[src/rtl/muldiv_pkg.sv]
// Shared op encoding, FSM state type and op-class helpers for the HI/LO multiply/divide unit.
package muldiv_pkg;

    typedef enum logic [2:0] {
        OpMult  = 3'd0,
        OpMultu = 3'd1,
        OpDiv   = 3'd2,
        OpDivu  = 3'd3,
        OpMthi  = 3'd4,
        OpMtlo  = 3'd5
    } op_e;

    typedef enum logic [1:0] {
        StIdle,
        StMul,
        StDiv,
        StFixup
    } state_e;

    function automatic logic is_mul(input logic [2:0] op);
        return (op == OpMult) || (op == OpMultu);
    endfunction

    function automatic logic is_div(input logic [2:0] op);
        return (op == OpDiv) || (op == OpDivu);
    endfunction

    function automatic logic is_signed(input logic [2:0] op);
        return (op == OpMult) || (op == OpDiv);
    endfunction

endpackage

[src/rtl/muldiv_div_step.sv]
// One restoring-division step: compare shifted partial remainder against divisor.
module muldiv_div_step #(
    parameter int unsigned XLEN = 32
) (
    input  logic [XLEN:0]   rem_i,
    input  logic [XLEN-1:0] div_i,
    output logic [XLEN-1:0] rem_o,
    output logic            q_o
);

    logic [XLEN-1:0] w_diff;

    // When the subtraction succeeds the true difference is below the divisor, so XLEN bits hold it.
    assign w_diff = rem_i[XLEN-1:0] - div_i;
    assign q_o    = (rem_i >= {1'b0, div_i});
    assign rem_o  = q_o ? w_diff : rem_i[XLEN-1:0];

endmodule

[src/rtl/muldiv_hilo.sv]
// Iterative MUL/DIV unit with architectural HI/LO registers.
// Define MULDIV_FAST_MUL_EN to use a single-cycle multiplier for MULT/MULTU.
module muldiv_hilo
    import muldiv_pkg::*;
#(
    parameter int unsigned XLEN  = 32,
    parameter int unsigned CNT_W = $clog2(XLEN) + 1
) (
    input  logic            clk,
    input  logic            rst_n,
    input  logic            start_i,
    input  logic [2:0]      op_i,
    input  logic [XLEN-1:0] rs_i,
    input  logic [XLEN-1:0] rt_i,
    input  logic            flush_i,
    output logic            busy_o,
    output logic            done_o,
    output logic [XLEN-1:0] hi_o,
    output logic [XLEN-1:0] lo_o
);

    state_e           r_state, w_state_nxt;
    logic [CNT_W-1:0] r_cnt;
    logic [XLEN-1:0]  r_hi_acc, r_lo_acc, r_b, r_rs, r_hi, r_lo;
    logic             r_neg_lo, r_neg_hi, r_div0, r_is_div, r_busy, r_done;

    logic             w_go, w_last, w_sgn, w_rs_neg, w_rt_neg, w_div_q;
    logic [XLEN-1:0]  w_rs_mag, w_rt_mag, w_div_rem, w_hi_fix, w_lo_fix;
    logic [XLEN:0]    w_mul_sum;
    logic [2*XLEN-1:0] w_prod_fix;
`ifdef MULDIV_FAST_MUL_EN
    logic [2*XLEN-1:0] w_prod;
    assign w_prod = {{XLEN{1'b0}}, w_rs_mag} * {{XLEN{1'b0}}, w_rt_mag};
`endif

    assign w_go     = start_i && !flush_i && (r_state == StIdle);
    assign w_last   = (r_cnt == CNT_W'(XLEN - 1));
    assign w_sgn    = is_signed(op_i);
    assign w_rs_neg = w_sgn & rs_i[XLEN-1];
    assign w_rt_neg = w_sgn & rt_i[XLEN-1];
    assign w_rs_mag = w_rs_neg ? -rs_i : rs_i;
    assign w_rt_mag = w_rt_neg ? -rt_i : rt_i;

    // Shift-add: r_lo_acc holds unused multiplier bits below the growing low product half.
    assign w_mul_sum = {1'b0, r_hi_acc} + (r_lo_acc[0] ? {1'b0, r_b} : '0);

    muldiv_div_step #(
        .XLEN (XLEN)
    ) u_div_step (
        .rem_i ({r_hi_acc, r_lo_acc[XLEN-1]}),
        .div_i (r_b),
        .rem_o (w_div_rem),
        .q_o   (w_div_q)
    );

    assign w_prod_fix = r_neg_lo ? -{r_hi_acc, r_lo_acc} : {r_hi_acc, r_lo_acc};

    always_comb begin
        w_hi_fix = w_prod_fix[2*XLEN-1:XLEN];
        w_lo_fix = w_prod_fix[XLEN-1:0];
        if (r_is_div) begin
            if (r_div0) begin
                w_hi_fix = r_rs;
                w_lo_fix = '1;
            end else begin
                w_hi_fix = r_neg_hi ? -r_hi_acc : r_hi_acc;
                w_lo_fix = r_neg_lo ? -r_lo_acc : r_lo_acc;
            end
        end
    end

    always_comb begin
        w_state_nxt = r_state;
        unique case (r_state)
            StIdle: begin
                if (w_go && is_mul(op_i)) begin
`ifdef MULDIV_FAST_MUL_EN
                    w_state_nxt = StFixup;
`else
                    w_state_nxt = StMul;
`endif
                end else if (w_go && is_div(op_i)) begin
                    w_state_nxt = StDiv;
                end
            end
            StMul:   if (w_last) w_state_nxt = StFixup;
            StDiv:   if (w_last) w_state_nxt = StFixup;
            StFixup: w_state_nxt = StIdle;
            default: w_state_nxt = StIdle;
        endcase
        if (flush_i) w_state_nxt = StIdle;
    end

    always_ff @(posedge clk or negedge rst_n) begin
        if (!rst_n) r_state <= StIdle;
        else        r_state <= w_state_nxt;
    end

    always_ff @(posedge clk or negedge rst_n) begin
        if (!rst_n) begin
            r_cnt    <= '0;
            r_hi_acc <= '0;
            r_lo_acc <= '0;
            r_b      <= '0;
            r_rs     <= '0;
            r_hi     <= '0;
            r_lo     <= '0;
            r_neg_lo <= 1'b0;
            r_neg_hi <= 1'b0;
            r_div0   <= 1'b0;
            r_is_div <= 1'b0;
            r_busy   <= 1'b0;
            r_done   <= 1'b0;
        end else begin
            r_done <= 1'b0;
            if (flush_i) begin
                r_busy <= 1'b0;
            end else begin
                unique case (r_state)
                    StIdle: begin
                        if (start_i && (op_i == OpMthi)) begin
                            r_hi <= rs_i;
                        end else if (start_i && (op_i == OpMtlo)) begin
                            r_lo <= rs_i;
                        end else if (start_i && is_mul(op_i)) begin
                            r_busy   <= 1'b1;
                            r_cnt    <= '0;
                            r_is_div <= 1'b0;
                            r_div0   <= 1'b0;
                            r_neg_lo <= w_rs_neg ^ w_rt_neg;
                            r_b      <= w_rs_mag;
`ifdef MULDIV_FAST_MUL_EN
                            {r_hi_acc, r_lo_acc} <= w_prod;
`else
                            r_hi_acc <= '0;
                            r_lo_acc <= w_rt_mag;
`endif
                        end else if (start_i && is_div(op_i)) begin
                            r_busy   <= 1'b1;
                            r_cnt    <= '0;
                            r_is_div <= 1'b1;
                            r_div0   <= (rt_i == '0);
                            r_rs     <= rs_i;
                            r_neg_lo <= w_rs_neg ^ w_rt_neg;
                            r_neg_hi <= w_rs_neg;
                            r_b      <= w_rt_mag;
                            r_hi_acc <= '0;
                            r_lo_acc <= w_rs_mag;
                        end
                    end
                    StMul: begin
                        {r_hi_acc, r_lo_acc} <= {w_mul_sum, r_lo_acc[XLEN-1:1]};
                        r_cnt <= r_cnt + CNT_W'(1);
                    end
                    StDiv: begin
                        r_hi_acc <= w_div_rem;
                        r_lo_acc <= {r_lo_acc[XLEN-2:0], w_div_q};
                        r_cnt    <= r_cnt + CNT_W'(1);
                    end
                    StFixup: begin
                        r_busy <= 1'b0;
                        r_done <= 1'b1;
                        r_hi   <= w_hi_fix;
                        r_lo   <= w_lo_fix;
                    end
                    default: ;
                endcase
            end
        end
    end

    assign busy_o = r_busy;
    assign done_o = r_done;
    assign hi_o   = r_hi;
    assign lo_o   = r_lo;

endmodule

[config.mk]
export PLATFORM = sky130hd
export DESIGN_NAME = muldiv_hilo
export DESIGN_NICKNAME = d
export VERILOG_FILES = /design/src/rtl/muldiv_pkg.sv /design/src/rtl/muldiv_div_step.sv /design/src/rtl/muldiv_hilo.sv
export SDC_FILE = /design/constraint.sdc
export NUM_CORES = 1
export LEC_CHECK = 0
export CORE_UTILIZATION = 54
export CTS_CLUSTER_DIAMETER = 50
export CTS_CLUSTER_SIZE = 10
export DETAILED_ROUTE_END_ITERATION = 10
export GPL_TIMING_DRIVEN = 0
export PLACE_DENSITY = 0.75
export SYNTH_ARGS = -nofsm -noshare
export SYNTH_HDL_FRONTEND = slang
export SYNTH_HIERARCHICAL = 1
export SYNTH_SLANG_ARGS = --single-unit
[constraint.sdc]
create_clock -name clk -period 3.85 [get_ports clk]
set_clock_uncertainty 0.1 [all_clocks]
set_input_delay 0.77 -clock clk [delete_from_list [all_inputs] [get_ports clk]]
set_output_delay 0.77 -clock clk [all_outputs]
set_load 0.03 [all_outputs]
==> metrics.txt, run 1 <==
status complete, but fails checks; violations in the final reports negative setup slack; total of max-cap violations 0; leakage power summed over all cells slightly below 9 nW; CP required 4.18 ns; total count of max-transition violations in the final report 0; final hold violations 0; Critical Path Sink Type flop; clock tree from TritonCTS done; class of the most critical hold timing path reg -> reg; clock slew at reported path FFs approximately 0.05 ns; Hold Path Origin lo_o[16]; overall die width between 150 and 200 um; hold worst-path end lo_o[16]; data arrival time of the critical path between 4 and 5 ns; clock root buffer master clkbuf_16; die footprint about 0.033 mm^2; sequential element share of the synthesized area between 20% and 30%; Rel. slew slack 28.9%; initial antenna violation count 2; most instantiated flip-flop cell in the synthesis netlist dfrtp_1; final critical path time including I/O delays and setup between 3 and 4 ns; worst reg2reg endpoint r_hi_acc[27]; drt total wl between 70,000 and 80,000 um; net total in the final layout 2,602; startpoint class of the critical path input port; number of clock sinks 206; Worst Hold Depth 2; R2R depth 15; DRC viols 0; global-route wire length before repair roughly 110,000 um; die boundary height 183 um; number of instances in the synthesized netlist around 2,300; detailed placer's ending HPWL about 60,000 um; dominant combinational cell family by area after synthesis compound AO/OA/AOI/OAI gates; placeable core area 0.0319 mm^2; share of final-layout standard cells stronger than drive strength 1 8.17%; synth warn 6; worst-margin pin slew 1.07 ns; Setup CP Type in -> reg; Core Rows between 60 and 70; power per unit of standard cell area between 900 and 1000 mW/mm^2; later-pin clock latency in the skew report 0.60 ns; layout filler cell count 2,797; post-synthesis share of cell area spent on full adders, half adders and majority gates under 10%; pin count of the biggest net entering global routing 97; IO Count 137; global routing usage summed across all routing layers roughly 45%; mean area per synthesized cell 7.78 um^2; least setup slack across all paths after layout -0.105 ns; routed via count 19,800; number of flops mapped to enable cells by yosys 0; crit share post-route 103%; fraction of synthesis flops using an asynchronous set or reset pin between 90% and 100%; sequential cell area in the final layout 0.00516 mm^2; Yosys cell types 84; count of buffers from port buffering between 100 and 150; Inserted Clock Buffers 31; mux share of post-synthesis cell area 4.64%; Setup WS pre-CTS -1.20 ns; simple-gate share of the synthesized area approximately 20%; Post-Syn Area 0.0177 mm^2; Initial Util between 50% and 60%; maximum ir drop on the vdd rail about 600 uV; compound-cell area share of the yosys netlist between 20% and 30%; buffer depth of the longest clock path 3; cell area reported after detailed placement 0.0196 mm^2; final weighted congestion of routability-driven global placement roughly 1.0; utilization after layout 65.5%; Post-Synthesis Net Count 2,420; total non-filler cell area in the finished layout between 0.02 and 0.025 mm^2; critical path peak fanout 10; iteration-0 DRC count of the detailed router ~2,700; area delta synth->final 18.1%; Synth Area in XOR/XNOR 7.98%; DR vias/cell roughly 7; worst reg2reg path startpoint r_lo_acc[0]; overall power after layout 0.0206 W; routed wirelength normalized by instance count ~26 um; via count of the first global-routing pass between 15,000 and 20,000; number of failing setup endpoints in the final timing report 11; reg2reg setup slack 0.08 ns; highest attainable clock frequency ~250 MHz; area of the multi-input gates roughly 0.012 mm^2; number of synthesized register bits 206; Overflow after GRT 0; number of nets still failing antenna checks after routing 0; H-tree depth 1; detailed-routing iteration count for the pre-antenna-repair pass 6
worst max path at each step:
stage                 from      endpoint  cells past startpoint
2_1_floorplan  r_lo_acc[0]  r_hi_acc[25]                     15
3_3_place_gp         rst_n       lo_o[5]                      1
4_1_cts        r_lo_acc[0]  r_hi_acc[31]                     14
6_report           flush_i   r_lo_acc[4]                      7
5_1_grt        r_lo_acc[0]  r_hi_acc[27]                     15
3_5_place_dp   r_lo_acc[0]  r_hi_acc[25]                     15
timing repair:
item	4_1_cts	5_1_grt
pin swaps	2	10
hold endpoints to repair	44	0
setup endpoints to repair	24	39
hold buffers	1	0
resized for setup	15	24
buffers inserted	4	13
per-stage QoR:
| step | setup TNS (ns) | cells | hold WS (ns) |
|---|---|---|---|
| floorplan | 0 | 2273 | 0.350 |
| global placement | -1470.02 | 2839 | 0.365 |
| detailed placement | -21.51 | 2841 | 0.372 |
| CTS | 0 | 2895 | 0.384 |
| global route | -0.0621 | 2907 | 0.400 |
| finish | -0.658 | 2910 | 0.377 |
flip-flops by register name, summed over array words and instances (netlist names):
register,count
hi_o,32
lo_o,32
r_b,32
r_hi_acc,32
r_lo_acc,32
r_rs,32
r_cnt,6
r_state,2
busy_o,1
done_o,1
r_div0,1
r_is_div,1
r_neg_hi,1
r_neg_lo,1
area by class of cell:
cell class	count	share of cell area, %
multi-input combinational	1835	56.3
sequential	206	24.7
timing repair buffer	151	7.23
clock buffer	37	4.02
buffer	161	3.10
tap	435	2.61
inverter	69	1.24
clock inverter	13	0.743
antenna	3	0.0360
synth_stat cells, types with 15 or more instances:
library cell,instances,area [um^2]
nor2_1,170,638
ha_1,74,926
inv_1,67,251
dfrtp_1,206,5150
o31ai_1,31,233
or3_1,22,138
a31oi_1,25,156
nand2b_1,21,131
nor4_1,17,106
o41ai_1,17,149
clkbuf_1,141,529
nor2b_1,15,93.8
nand4_1,16,100
o21ai_0,263,1320
or4_1,15,113
nor3_1,27,135
a22oi_1,37,278
a21o_1,28,210
mux2_2,52,586
xnor2_1,87,762
o211ai_1,18,135
nand3_1,36,180
a21oi_1,204,1020
and3_1,32,200
a211oi_1,15,113
xor2_1,74,648
o22ai_1,41,257
nand2_1,279,1050
and2_1,44,275
per-layer routing:
layer / global-route usage [%] / share of wire, % / vias to the layer above
met5: 0 / 0.018 / -
met4: 31.1 / 8.2 / 2
met3: 9.77 / 12 / 378
met2: 69.2 / 43 / 1414
met1: 57.7 / 37 / 9390
li1: - / - / 8593
worst max-delay path, stage by stage:
cell and delay (ns):
clkdlybuf4s50_1 0.60, clkbuf_1 0.60, nor2_1 0.15, nand2_1 0.47
clkbuf_1 0.75, clkbuf_1 0.70, o21ai_0 0.22
cells by family (layout without fill, tap and decap cells):
family / Yosys count / after routing
compound gates: 794 / 794
simple gates: 733 / 733
buf+inv: 232 / 431
flops: 206 / 206
xor+xnor: 161 / 161
fa+ha+maj: 76 / 76
mux: 71 / 71
other cells: 0 / 3
cell usage in the layout, fill, tap and decap left out, types with 44 or more instances in the layout:
cell type	count
nand2_1	278
o21ai_0	260
a21oi_1	202
dfrtp_1	202
nor2_1	170
clkbuf_1	140
clkdlybuf4s50_1	130
xnor2_1	87
xor2_1	74
ha_1	71
inv_1	67
mux2_2	52
and2_1	44
power breakdown:
part | switching (W) | leakage (nW) | internal [W]
logic | 0.00825 | 5.65 | 0.00513
clock network | 0.00111 | 0.489 | 0.00168
registers | 0.00132 | 2.58 | 0.00316
total | 0.0107 | 8.72 | 0.00997
Power figures use the tool's default switching activity.
==> run 2, diff against run 1 <==
Clock period 3.85 ns to 3.8 ns, I/O delays scaled along.
==> run 2 against run 1 <==
  * Sequential power up 1%
  * Register-to-register slack about the same
  * Combinational power about the same
  * Critical endpoint is now r_lo_acc[6]
  * Routed wire length shrank 0.12%
  * Count of clock-buffer cells in the layout did not move
  * Power is 1.3% higher
  * First-iteration DRC count decreased by 3.0%
  * Utilization unchanged
  * Cell count down 0.14%
  * The flow still finishes with violations (negative setup slack)
  * Via count about the same
==> metrics.txt, run 2 (synthesis gave the netlist of run 1 again) <==
violations in the final reports negative setup slack; data arrival time of the critical path 4.20 ns (-0.09 ns); via count of the first global-routing pass 18,800 (+0.016%); Rel. slew slack 29.3% (+0.37 points); buffer depth of the longest clock path 3 (unchanged); utilization after layout 65.5% (unchanged); total of max-cap violations 0 (unchanged); critical path peak fanout 10 (unchanged); later-pin clock latency in the skew report 0.60 ns (about the same); Max stage delay on crit path 0.70 ns (-0.05 ns); die boundary height 183 um (unchanged); startpoint class of the critical path input port; overall power after layout 0.0209 W (+1.3%); power per unit of standard cell area 1000 mW/mm^2 (+1.3%); net switching power 0.0108 W (+1.5%); Initial Util 55.4% (unchanged); status complete, but fails checks; Inserted Clock Buffers 31 (unchanged); H-tree depth 1 (unchanged); count of buffers from port buffering 131 (unchanged); design internal power 0.0101 W (+1.1%); Critical Path Sink Type flop; worst reg2reg path startpoint r_lo_acc[31]; global routing usage summed across all routing layers 45.4% (about the same); reg2reg setup slack 0.07 ns (about the same); net total in the final layout 2,601 (-0.038%); Worst path top cell family by delay buffers and inverters; clock root buffer master clkbuf_16; fraction of met3 tracks used by global routing 9.77% (unchanged); worst reg2reg endpoint r_hi_acc[30]; Diodes inserted 0 (-3); leakage power summed over all cells 8.72 nW (about the same); final weighted congestion of routability-driven global placement 1.03 (unchanged); hold slack 0.378 ns (+0.00109 ns); share of final-layout standard cells stronger than drive strength 1 8.30% (+0.12 points); maximum ir drop on the vdd rail 616 uV (+1.3%); Core Rows 65 (unchanged); DRC viols 0 (unchanged); commonest cells after routing, fill and taps aside nand2_1 (278), o21ai_0 (258), a21oi_1 (201), dfrtp_1 (200), nor2_1 (170); worst-margin pin slew 1.06 ns (-0.00549 ns); least setup slack across all paths after layout -0.0753 ns (+0.0296 ns); overall die width 183 um (unchanged); pin count of the biggest net entering global routing 97 (unchanged); number of nets still failing antenna checks after routing 0 (unchanged); number of failing setup endpoints in the final timing report 8 (-3); class of the most critical hold timing path reg -> reg; die footprint 0.0335 mm^2 (unchanged); crit path from flush_i; placeable core area 0.0319 mm^2 (unchanged); clock slew at reported path FFs 0.06 ns (about the same); Overflow after GRT 0 (unchanged); Setup CP Type in -> reg; initial antenna violation count 2 (unchanged); total count of max-transition violations in the final report 0 (unchanged); global routing met1 resource utilization 57.7% (about the same); Clk pwr share 13.6% (about the same); DR vias/cell 6.81 (+0.19%); Crit path depth 7 (unchanged); drt total wl 76,700 um (-0.12%); detailed-routing iteration count for the pre-antenna-repair pass 6 (unchanged); routed via count 19,800 (+0.056%); highest attainable clock frequency about 260 MHz; number of clock sinks 206 (unchanged); final hold violations 0 (unchanged); CP required 4.13 ns (-0.05 ns); routed wirelength normalized by instance count 26.4 um (about the same); R2R depth 14 (-1); portion of total power attributed to combinational logic 64.8% (about the same); portion of total power attributed to sequential cells 21.7% (about the same); global-route wire length before repair 114,000 um (about the same); CP Cell Sequence clkdlybuf4s50_1, clkbuf_1, nor2_1, nand2_1, clkbuf_1, clkbuf_1, o21ai_0; final critical path time including I/O delays and setup ~3.9 ns; iteration-0 DRC count of the detailed router 2,596 (-3.0%); area delta synth->final 18.1% (unchanged); met2 Resource Use GR 69.2% (unchanged); most utilized layer in the global route result met2; critical path endpoint r_lo_acc[6]; detailed placer's ending HPWL 58,700 um (unchanged); most common library cell in the layout ignoring fill and taps nand2_1; clock tree from TritonCTS done; IO Count 137 (unchanged); cell with the largest stage delay on the worst path clkbuf_1; crit share post-route 102%; dominant cell type by count on the critical path clkbuf_1; total buffers and inverters traversed by the critical path 4 (unchanged); Switching Share 51.8% (+0.10 points)
==> run 2: cell type report <==
class                           instances  area, um^2
Buffer                                161         647
Clock buffer                           37         838
Clock inverter                         13         155
Fill cell                            2796       11000
Inverter                               69         259
Multi-Input combinational cell       1835       11800
Sequential cell                       206        5160
Tap cell                              435         544
Timing Repair Buffer                  150        1500
==> run 2: power groups by stage <==
stage	combinational, W	sequential (W)	clock (W)
2_1_floorplan	0.00836	0.00456	0
5_1_grt	0.0144	0.00458	0.00291
4_1_cts	0.0128	0.00443	0.00282
3_5_place_dp	0.0127	0.00444	0
6_report	0.0135	0.00453	0.00283
3_3_place_gp	0.0125	0.00440	0
==> run 2: per-layer routing <==
layer	wire length, um	vias to the layer above
met4	6190	2
met2	32800	1368
met3	8270	366
met1	29400	9476
li1	-	8576
met5	14	-
==> run 2: tightest hold or removal path: stages, from the launching register on <==
cell	delay (ns)
dfrtp_1	0.33
nand2_1	0.04
o21ai_0	0.06
==> run 2: how the worst min path moves through the flow <==
stage	startpoint	end	slack, ns	depth (start not counted)
finish	lo_o[16]	lo_o[16]	0.38	2
global route	lo_o[16]	lo_o[16]	0.40	2
CTS	lo_o[16]	lo_o[16]	0.38	2
detailed placement	lo_o[16]	lo_o[16]	0.37	2
global placement	r_rs[29]	r_rs[29]	0.36	2
floorplan	r_rs[0]	r_rs[0]	0.35	2
==> run 2: repair_timing <==
action	4_1_cts	5_1_grt
resized for setup	18	27
setup endpoints to repair	28	44
endpoints found under the hold margin	46	0
buffers inserted	4	12
hold buffers	1	0
pin swaps	2	9
==> run 2: through the flow <==
stage	setup WS, ns	TNS [ns]	instance area [um^2]	std cells
finish	-0.0753	-0.342	20900	2906
global route	-0.0157	-0.0232	20900	2906
CTS	0.00726	0	20700	2895
detailed placement	-1.25	-25.35	19600	2841
global placement	-7.12	-1481.81	19500	2839
floorplan	0.271	0	17700	2273
